[config.mk]
export PLATFORM = sky130hd
export DESIGN_NAME = pipeline_hazard_ctrl
export DESIGN_NICKNAME = d
export VERILOG_FILES = /design/src/rtl/pipeline_hazard_ctrl.sv
export SDC_FILE = /design/constraint.sdc
export NUM_CORES = 1
export LEC_CHECK = 0
export ABC_AREA = 1
export CORE_AREA = 2 2 113 115
export DETAILED_ROUTE_END_ITERATION = 8
export DIE_AREA = 0 0 115 117
export MAX_ROUTING_LAYER = met4
export SYNTH_ARGS = -nofsm -noshare
export SYNTH_HDL_FRONTEND = slang
export SYNTH_SLANG_ARGS = --single-unit
[constraint.sdc]
create_clock -name clk -period 7.7 [get_ports clk]
set_input_delay 1.155 -clock clk [delete_from_list [all_inputs] [get_ports clk]]
set_output_delay 1.155 -clock clk [all_outputs]
set_load 0.03 [all_outputs]
[src/rtl/pipeline_hazard_ctrl.sv]
// pipeline_hazard_ctrl: stall/flush control for the five-stage pipeline with saturating perf counters
module pipeline_hazard_ctrl #(
  parameter int DBITS = 32,
  parameter int RBITS = 4,
  parameter int IMEM_LAT = 1,
  parameter int CNTBITS = 32
) (
  input  logic               clk,
  input  logic               reset,
  input  logic [RBITS-1:0]   srcA_d,
  input  logic [RBITS-1:0]   srcB_d,
  input  logic               useA_d,
  input  logic               useB_d,
  input  logic [RBITS-1:0]   dstReg_e,
  input  logic               memtoReg_e,
  input  logic               regWrite_e,
  input  logic               mispredict_e,
  input  logic               memReq_m,
  input  logic               memAck,
  output logic               stallF,
  output logic               stallD,
  output logic               stallE,
  output logic               stallM,
  output logic               flushD,
  output logic               flushE,
  output logic               flushM,
  output logic               flushW,
  output logic [1:0]         state,
  output logic [CNTBITS-1:0] stallCount,
  output logic [CNTBITS-1:0] flushCount
);
  typedef enum logic [1:0] {RUN = 2'd0, MEM_WAIT = 2'd1, REDIRECT = 2'd2} state_t;
  state_t cur, nxt, retState, retNext;
  logic [3:0] redirCnt, redirNext;
  logic memWait, loadUse, mispTaken;
  if (DBITS < 1 || IMEM_LAT < 0 || IMEM_LAT > 15) begin : g_badParam
    $error("pipeline_hazard_ctrl: DBITS must be positive and IMEM_LAT within 0..15");
  end
  assign memWait = memReq_m & ~memAck;
  assign loadUse = memtoReg_e & regWrite_e & (dstReg_e != '0) &
                   ((useA_d & (srcA_d == dstReg_e)) | (useB_d & (srcB_d == dstReg_e)));
  assign flushM = 1'b0;
  assign state = cur;
  // Mealy hazard resolution: memory wait beats mispredict beats load-use; outputs quiet in reset
  always_comb begin
    nxt = cur;
    retNext = retState;
    redirNext = redirCnt;
    mispTaken = 1'b0;
    stallF = 1'b0;
    stallD = 1'b0;
    stallE = 1'b0;
    stallM = 1'b0;
    flushD = 1'b0;
    flushE = 1'b0;
    flushW = 1'b0;
    if (!reset) begin
      if (memWait) begin
        {stallF, stallD, stallE, stallM, flushW} = 5'b11111;
        if (cur != MEM_WAIT) begin
          nxt = MEM_WAIT;
          retNext = (cur == REDIRECT) ? REDIRECT : RUN;
        end
      end else if (cur == MEM_WAIT) begin
        nxt = retState;
      end else if (mispredict_e) begin
        {flushD, flushE} = 2'b11;
        mispTaken = 1'b1;
        redirNext = 4'(IMEM_LAT);
        nxt = (IMEM_LAT > 0) ? REDIRECT : RUN;
      end else if (cur == REDIRECT) begin
        flushD = 1'b1;
        redirNext = redirCnt - 4'd1;
        nxt = (redirCnt == 4'd1) ? RUN : REDIRECT;
      end else if (loadUse) begin
        {stallF, stallD, flushE} = 3'b111;
      end
    end
  end
  // State, redirect countdown and saturating event counters
  always_ff @(posedge clk or posedge reset) begin
    if (reset) begin
      cur <= RUN;
      retState <= RUN;
      redirCnt <= '0;
      stallCount <= '0;
      flushCount <= '0;
    end else begin
      cur <= nxt;
      retState <= retNext;
      redirCnt <= redirNext;
      if (stallF && stallCount != '1) stallCount <= stallCount + CNTBITS'(1);
      if (mispTaken && flushCount != '1) flushCount <= flushCount + CNTBITS'(1);
    end
  end
endmodule

; ---- After elaboration in Yosys (flattened, before gate mapping)
; Index checks and enable logic that the tools add are counted.
[word_totals]
regBits = 72
mem_count = 0
latch_bits = 0
in_bits = 21
romBits = 0
out_inout_bits = 74
mem_bits_rw = 0
[classes]
eq_ne = 9
n_addsub = 3
div = 0
muxes = 30
n_mul = 0
n_reduce_logical = 8
bitwise = 11
order_cmp = 0
shifts = 0
[op_table]
columns = cell, count
row1 = $add 32x1->32 const B, 2
row2 = $ne 32x32->1 const B, 2
row3 = $mux 1, 21
row4 = $mux 2, 7
row5 = $eq 4x4->1, 2
row6 = $mux 4, 2
row7 = $reduce_bool 4->1, 2
row8 = $and 1x1->1, 6
row9 = $reduce_and 3->1, 2
row10 = $eq 4x1->1 const B, 1
row11 = $ne 2x1->1 const B, 2
row12 = $not 1->1, 4
row13 = $reduce_and 4->1, 1
row14 = $sub 4x1->4 const B, 1
row15 = $eq 2x1->1 const B, 1
row16 = $eq 2x2->1 const B, 1
row17 = $logic_and 1x1->1, 2
row18 = $reduce_bool 2->1, 1
row19 = $or 1x1->1, 1

; ---- Logic depth before layout (Yosys ltp)
; Gate-level depths: netlist (run 1).
[logic_depth]
ltp_word = 11
depth_mapped = 12
mapped_depth_nobuf = 11

; ---- Worst setup path before layout (run 1)
; Ideal clock, no wire load.
[synth_timing]
kind = input -> output
from = in reset
to = out flushE
required_ns = 6.545
path_buffers = 0
stages = 3
setup_slack_ns = 2.780
arrival_time_ns = 3.765
cell_sequence = inv_1 > nand3_2 > o21ai_0
[synth_between]
elab_chain_len = 1
[synth_rtl]
columns = element, line
row1 = start: declaration, 9  ; input logic reset,
row2 = $mux 1, 57  ; if (!reset) begin
row3 = end: declaration, 25  ; output logic flushE,
; No other way between the ends.

; ---- Final worst setup path (run 1)
; Ends and elaborated chain as after synthesis.

==> results of run 1 <==
[worst paths after layout]
kind	to	depth (start not counted)
max	flushE	8
min in group asynchronous	redirCnt[2]$_DFFE_PP0P_	3
max in group asynchronous	stallCount[16]$_DFFE_PP0P_	3
min	retState[1]$_DFFE_PP0P_	2
min reg2reg	retState[1]$_DFFE_PP0P_	2
max reg2reg	stallCount[0]$_DFFE_PP0P_	10
[critical path, cell delays in order]
cell	delay, ns
clkdlybuf4s50_1	0.45
inv_2	0.06
buf_4	0.72
nand3_2	0.24
nor2_4	0.22
inv_1	0.11
o21ai_0	0.11
clkdlybuf4s50_1	0.70
[state kept, by name (all words and copies together) (netlist names)]
| register | count |
|---|---|
| flushCount | 32 |
| redirCnt | 4 |
| retState | 1 |
| stallCount | 32 |
| state | 2 |
[power breakdown]
group          leakage, uW  switching, uW  internal [uW]
clock network     0.000144            164            258
registers         0.000958           57.5            419
logic              0.00170            196            127
[cell usage after synthesis, drive strengths merged (6+ instances only)]
cell,n,area [sq um]
nor2,104,425
nand4,11,68.8
ha,6,75.1
nand3,45,248
xnor2,13,114
xor2,37,332
o21ai,14,70.1
buf,17,131
nand2,287,1100
inv,61,229
nor3,18,111
dfrtp,71,1780
nand3b,11,82.6
[layer usage]
layer / GRT usage / wire length (um) / vias to the layer above
li1: - / - / 2365
met1: 0.257 / 5850 / 2163
met2: 0.325 / 5950 / 123
met3: 0.0453 / 680 / 17
met4: 0.0594 / 205 / 0
met5: - / 0 / -
[metrics by stage]
step                std cells  worst slack [ns]   util  cell area, sq um  hold WS, ns
global route              946              2.48  0.497              6120        0.536
floorplan                 703              2.78      -              4830        0.454
detailed placement        930              2.66  0.473              5820        0.498
finish                    946              2.76  0.497              6120        0.509
global placement          930              2.71  0.473              5820        0.480
CTS                       946              2.66  0.497              6120        0.512
[logic make-up after synthesis]
| logic type | Yosys count | share of synthesized area |
|---|---|---|
| AOI/OAI and AO/OA | 19 | 0.0233 |
| buffers and inverters | 78 | 0.0746 |
| other | 1 | 0.000777 |
| and+or+nand+nor | 478 | 0.426 |
| adders and majority gates | 6 | 0.0155 |
| DFF | 71 | 0.368 |
| xor gates and xnor gates | 50 | 0.0923 |
[layout make-up]
| type | count | area (sq um) |
|---|---|---|
| Fill cell | 1241 | 6190 |
| Multi-Input combinational cell | 554 | 2690 |
| Sequential cell | 71 | 1780 |
| Timing Repair Buffer | 94 | 938 |
| Clock buffer | 10 | 239 |
| Inverter | 61 | 229 |
| Tap cell | 150 | 188 |
| Clock inverter | 6 | 60.1 |
==> metrics.md, run 1 <==
| Metric | Value |
|---|---|
| Main synth FF type | `dfrtp_1` |
| Req. time, crit path | `6.55 ns` |
| Worst hold start | `retState[1]$_DFFE_PP0P_` |
| Post-synth EDFFs | `0` |
| Post-DP HPWL | `9440 um` |
| Crit share post-route | `0.641` |
| Worst-path clk slew | `0.05 ns` |
| Count of final setup violators | `0` |
| Reg2reg setup slack | `5.29 ns` |
| Clock sinks | `71` |
| Worst slew pin tran | `0.958 ns` |
| CP Launch Type | `primary input` |
| Initial antenna violation count | `0` |
| Post-synth cell types | `34` |
| Async SR Flop Fraction | `1.00` |
| Total power | `1220 uW` |
| VDD IR-drop max | `0.000108 V` |
| Post-CTS Hold Buffers | `0` |
| Crit. End Element | `output pin` |
| Final Hold Fails | `0` |
| First-pass GRT wire length | `21100 um` |
| Cells after Synth | `703` |
| P_leak | `0.00281 uW` |
| Num CTS Buffers | `9` |
| Ant diodes | `0` |
| Io pins | `95` |
| Ratio of cells with drive above 1 in the final layout | `0.0540` |
| DR iter-0 viols | `323` |
| Routed vias/inst | `4.93` |
| Core Box Area | `0.0123 sq mm` |
| Relative slew margins | `0.362` |
| R2r startpoint | `state[0]$_DFFE_PP0P_` |
| Post-CTS sizing | `0` |
| Clock tree buffer depth | `2` |
| DRC violations left | `0` |
| Via count | `4668` |
| Post-synthesis net count | `730` |
| H-tree level count | `3` |
| Final min period | `4.94 ns` |
| Antenna-violating nets left | `0` |
| Max Cap Viol | `0` |
| Routed length per instance | `13.4 um` |
| Synth Area per Inst | `6.87 sq um` |
| Pwr/cell area | `200 mW/mm^2` |
| Critical path class | `in -> out` |
| Commonest non-fill, non-tap cell in the layout | `nand2_1` |
| GP Congestion | `0.913` |
| Most frequent cells in the layout | `nand2_1 (280), nor2_1 (98), clkdlybuf4s50_1 (93)` |
| Origin of the worst setup path | `reset` |
| I/O Buffers | `93` |
| Final net count | `818` |
| Synth Register Bits | `71` |
| Die area | `0.0135 sq mm` |
| Crit path max fanout | `73` |
| Critical Path AT | `3.78 ns` |
| Clk_lat worst skew | `0.34 ns` |
| Clock Skew | `0.00746 ns` |
| Worst hold-check path type | `reg -> reg` |
| CTS tree | `built` |
| Post-synthesis sequential area ratio | `0.368` |
| Height of the die | `117 um` |
| Number of global-route vias before repair | `4436` |
| RSZ-0062 raised after global routing | `no` |
| Grt total ovfl | `0` |
| Mapped Area | `0.00483 sq mm` |
| Total setup buffers inserted after CTS | `0` |
| # rows | `41` |
| Clock root cell | `clkbuf_16` |
| Starting Density | `0.392` |
| DR pass1 iterations | `5` |
| GRT Overall Usage | `0.202` |
| Area Growth Syn to Fin | `26.8%` |
| Routed wire length | `12700 um` |
| Overall die width | `115 um` |
| Largest net degree at the start of global routing | `74` |
| Slew Limit Fails | `0` |
| Fmax | `203 MHz` |
| Status | `completed` |
| Setup TNS | `0 ns` |
| Ys Warns | `0` |
No activity file was read; power rests on OpenSTA's default activity.
==> run 2: changes to the inputs <==
--- a/config.mk
+++ b/config.mk
@@ -10,6 +10,7 @@
 export DETAILED_ROUTE_END_ITERATION = 8
 export DIE_AREA = 0 0 115 117
 export MAX_ROUTING_LAYER = met4
+export PLACE_DENSITY = 0.66
 export SYNTH_ARGS = -nofsm -noshare
 export SYNTH_HDL_FRONTEND = slang
 export SYNTH_SLANG_ARGS = --single-unit
==> constraint.sdc (replaced) <==
create_clock -name clk -period 4.1 [get_ports clk]
set_input_delay 0.615 -clock clk [delete_from_list [all_inputs] [get_ports clk]]
set_output_delay 0.615 -clock clk [all_outputs]
set_load 0.03 [all_outputs]
==> run 2 against run 1 <==
  * Sequential power rose by 90%
  * Global-route usage rose by 0.10 points
  * Clock power rose by 88%
  * Die area did not move
  * Via count rose by 1.3%
  * Final area rose by 0.12%
  * Count of clock-buffer cells in the layout did not move
  * Power rose by 89%
  * Combinational power rose by 91%
  * Largest cell class unchanged
  * Largest power group unchanged
  * Highest routed layer unchanged
==> metrics.md, run 2 (synthesized netlist as in run 1, its figures left out) <==
| Metric | Value |
|---|---|
| Status | `completed` |
| Final min period | `3.09 ns` |
| Gate power share | `0.267 (+0.003)` |
| Final Hold Fails | `0 (unchanged)` |
| CP most frequent cell | `nand2_1` |
| Switch share | `0.348 (+0.00553)` |
| Clock root cell | `clkbuf_16` |
| Worst-path cell chain | `clkdlybuf4s50_1, inv_1, nand2_1, nand2_1, nor2_1, nand3_1, nand2_1, nand2_1, o21ai_0, clkdlybuf4s50_1` |
| Critical Path AT | `2.47 ns (-1.31 ns)` |
| Reg2reg setup slack | `1.73 ns (-3.56 ns)` |
| Die area | `0.0135 sq mm (unchanged)` |
| Routed length per instance | `13.5 um (+0.60%)` |
| Req. time, crit path | `3.48 ns (-3.07 ns)` |
| Worst hold start | `flushCount[31]$_DFFE_PP0P_` |
| Overall die width | `115 um (unchanged)` |
| Post-CTS Hold Buffers | `0 (unchanged)` |
| Total setup buffers inserted after CTS | `0 (unchanged)` |
| CP Buf/Inv Count | `3 (-2)` |
| Crit. End Element | `output pin` |
| Hold_ws | `0.514 ns (+0.00554 ns)` |
| H-tree level count | `3 (unchanged)` |
| First-pass GRT wire length | `20900 um (-0.72%)` |
| I/O Buffers | `93 (unchanged)` |
| Fin util | `0.498 (+0.000610)` |
| # fillers | `1235 (-0.48%)` |
| CTS tree | `built` |
| Io pins | `95 (unchanged)` |
| Routed wire length | `12800 um (+0.71%)` |
| Starting Density | `0.392 (unchanged)` |
| Sw power | `805 uW (+92%)` |
| Footprint of the multi-input gates | `0.00269 sq mm (unchanged)` |
| Clock tree buffer depth | `2 (unchanged)` |
| Num CTS Buffers | `9 (unchanged)` |
| Register area | `0.00178 sq mm (unchanged)` |
| DRC violations left | `0 (unchanged)` |
| Commonest non-fill, non-tap cell in the layout | `nand2_1` |
| Number of global-route vias before repair | `4321 (-2.6%)` |
| Core Box Area | `0.0123 sq mm (unchanged)` |
| Clock sinks | `71 (unchanged)` |
| Share of power burned in the clock network | `0.343 (-0.003)` |
| Via count | `4727 (+1.3%)` |
| Routed vias/inst | `4.99 (+1.2%)` |
| Max Cap Viol | `0 (unchanged)` |
| Crit path max fanout | `3 (-96%)` |
| Initial antenna violation count | `0 (unchanged)` |
| Most frequent cells in the layout | `nand2_1 (280), nor2_1 (98), clkdlybuf4s50_1 (93)` |
| Pwr/cell area | `377 mW/mm^2 (+89%)` |
| GRT Overall Usage | `0.203 (+0.00104)` |
| CP max-delay cell | `clkdlybuf4s50_1` |
| Final net count | `819 (+0.12%)` |
| Fmax | `324 MHz` |
| Worst Hold Depth | `2 (unchanged)` |
| Grt total ovfl | `0 (unchanged)` |
| Setup TNS | `0 ns (unchanged)` |
| Slew Limit Fails | `0 (unchanged)` |
| Relative slew margins | `0.385 (+0.0231)` |
| Post-DP HPWL | `9490 um (+0.55%)` |
| Area Growth Syn to Fin | `27.0%` |
| Worst hold-check path type | `reg -> reg` |
| Biggest regs | `flushCount x32, stallCount x32, redirCnt x4` |
| Ant diodes | `0 (unchanged)` |
| Count of final setup violators | `0 (unchanged)` |
| Largest delay share family, worst path | `buffers and inverters` |
| RSZ-0062 raised after global routing | `no` |
| End point of the worst hold path | `flushCount[31]$_DFFE_PP0P_` |
| Antenna-violating nets left | `0 (unchanged)` |
| CP Launch Type | `primary input` |
| DR pass1 iterations | `5 (unchanged)` |
| VDD IR-drop max | `0.000203 V (+88%)` |
| Height of the die | `117 um (unchanged)` |
| Worst slew pin tran | `0.923 ns (-0.0346 ns)` |
| FF-to-FF path depth | `9 (-1)` |
| R2r startpoint | `stallCount[0]$_DFFE_PP0P_` |
| Clk_lat worst skew | `0.34 ns (about the same)` |
| Total power | `2310 uW (+89%)` |
| Post-CTS sizing | `0 (unchanged)` |
| DR iter-0 viols | `368 (+14%)` |
| GP Congestion | `0.955 (+4.6%)` |
| Crit share post-route | `0.753` |
| P_leak | `0.00281 uW (+0.19%)` |
| Worst-path clk slew | `0.06 ns (about the same)` |
| RR Endpoint | `stallCount[22]$_DFFE_PP0P_` |
| Largest net degree at the start of global routing | `73 (-1.4%)` |
| Ratio of cells with drive above 1 in the final layout | `0.0552 (+0.00119)` |
| Cell Int Power | `1510 uW (+88%)` |
| # rows | `41 (unchanged)` |
| Crit-path max cell delay | `0.70 ns (-0.02 ns)` |
| Critical path class | `in -> out` |
| Fin cells | `947 (+0.11%)` |
| # placed instances | `931 (+0.11%)` |
| Clock Skew | `0.00865 ns (+0.00119 ns)` |
| Seq pwr share | `0.390 (about the same)` |
==> run 2: cell count changes in the layout (fill, tap and decap cells not counted), sizes merged <==
cell	before	now
buf	1	2
==> run 2: area by class of cell <==
class | count | share of cell area
well taps | 150 | 0.0306
multi-input cells | 554 | 0.439
clock inverters | 6 | 0.00980
flip-flops and latches | 71 | 0.290
repair buffers | 95 | 0.154
inverters | 61 | 0.0374
clock buffers | 10 | 0.0390
==> run 2: how the worst max path moves through the flow <==
| stage | cells past startpoint | end | start |
|---|---|---|---|
| after floorplan | 3 | flushE | reset |
| after global placement | 10 | flushE | dstReg_e[1] |
| after detailed placement | 10 | flushE | dstReg_e[0] |
| after CTS | 10 | flushE | dstReg_e[0] |
| after global routing | 10 | flushE | dstReg_e[0] |
| final | 10 | flushE | dstReg_e[0] |
==> run 2: power groups by stage <==
| stage | sequential (uW) | clock [uW] | combinational [uW] |
|---|---|---|---|
| final | 903 | 794 | 617 |
| after global routing | 915 | 842 | 674 |
| after CTS | 902 | 813 | 622 |
| after detailed placement | 914 | 0 | 618 |
| after global placement | 909 | 0 | 600 |
| after floorplan | 1010 | 0 | 276 |
==> run 2: worst register-to-register path, cell delays in order, from the launching register on <==
cell	delay, ns
dfrtp_1	0.48
ha_1	0.32
nand3_2	0.18
inv_1	0.11
nand2_2	0.08
nor2_4	0.20
nand3_4	0.35
nand2_4	0.43
nand2_1	0.10
nand2_1	0.07
==> run 2: through the flow <==
step / instance area (sq um) / setup WS (ns)
after detailed placement: 5830 / 1.02
after global routing: 6130 / 0.841
final: 6130 / 1.01
after floorplan: 4830 / 0.260
after global placement: 5830 / 1.05
after CTS: 6130 / 0.999
==> run 2: routing by layer <==
| layer | share of wire | GRT usage |
|---|---|---|
| met5 | 0 | - |
| met4 | 0.019 | 0.0771 |
| met3 | 0.047 | 0.0309 |
| met2 | 0.46 | 0.310 |
| met1 | 0.48 | 0.275 |
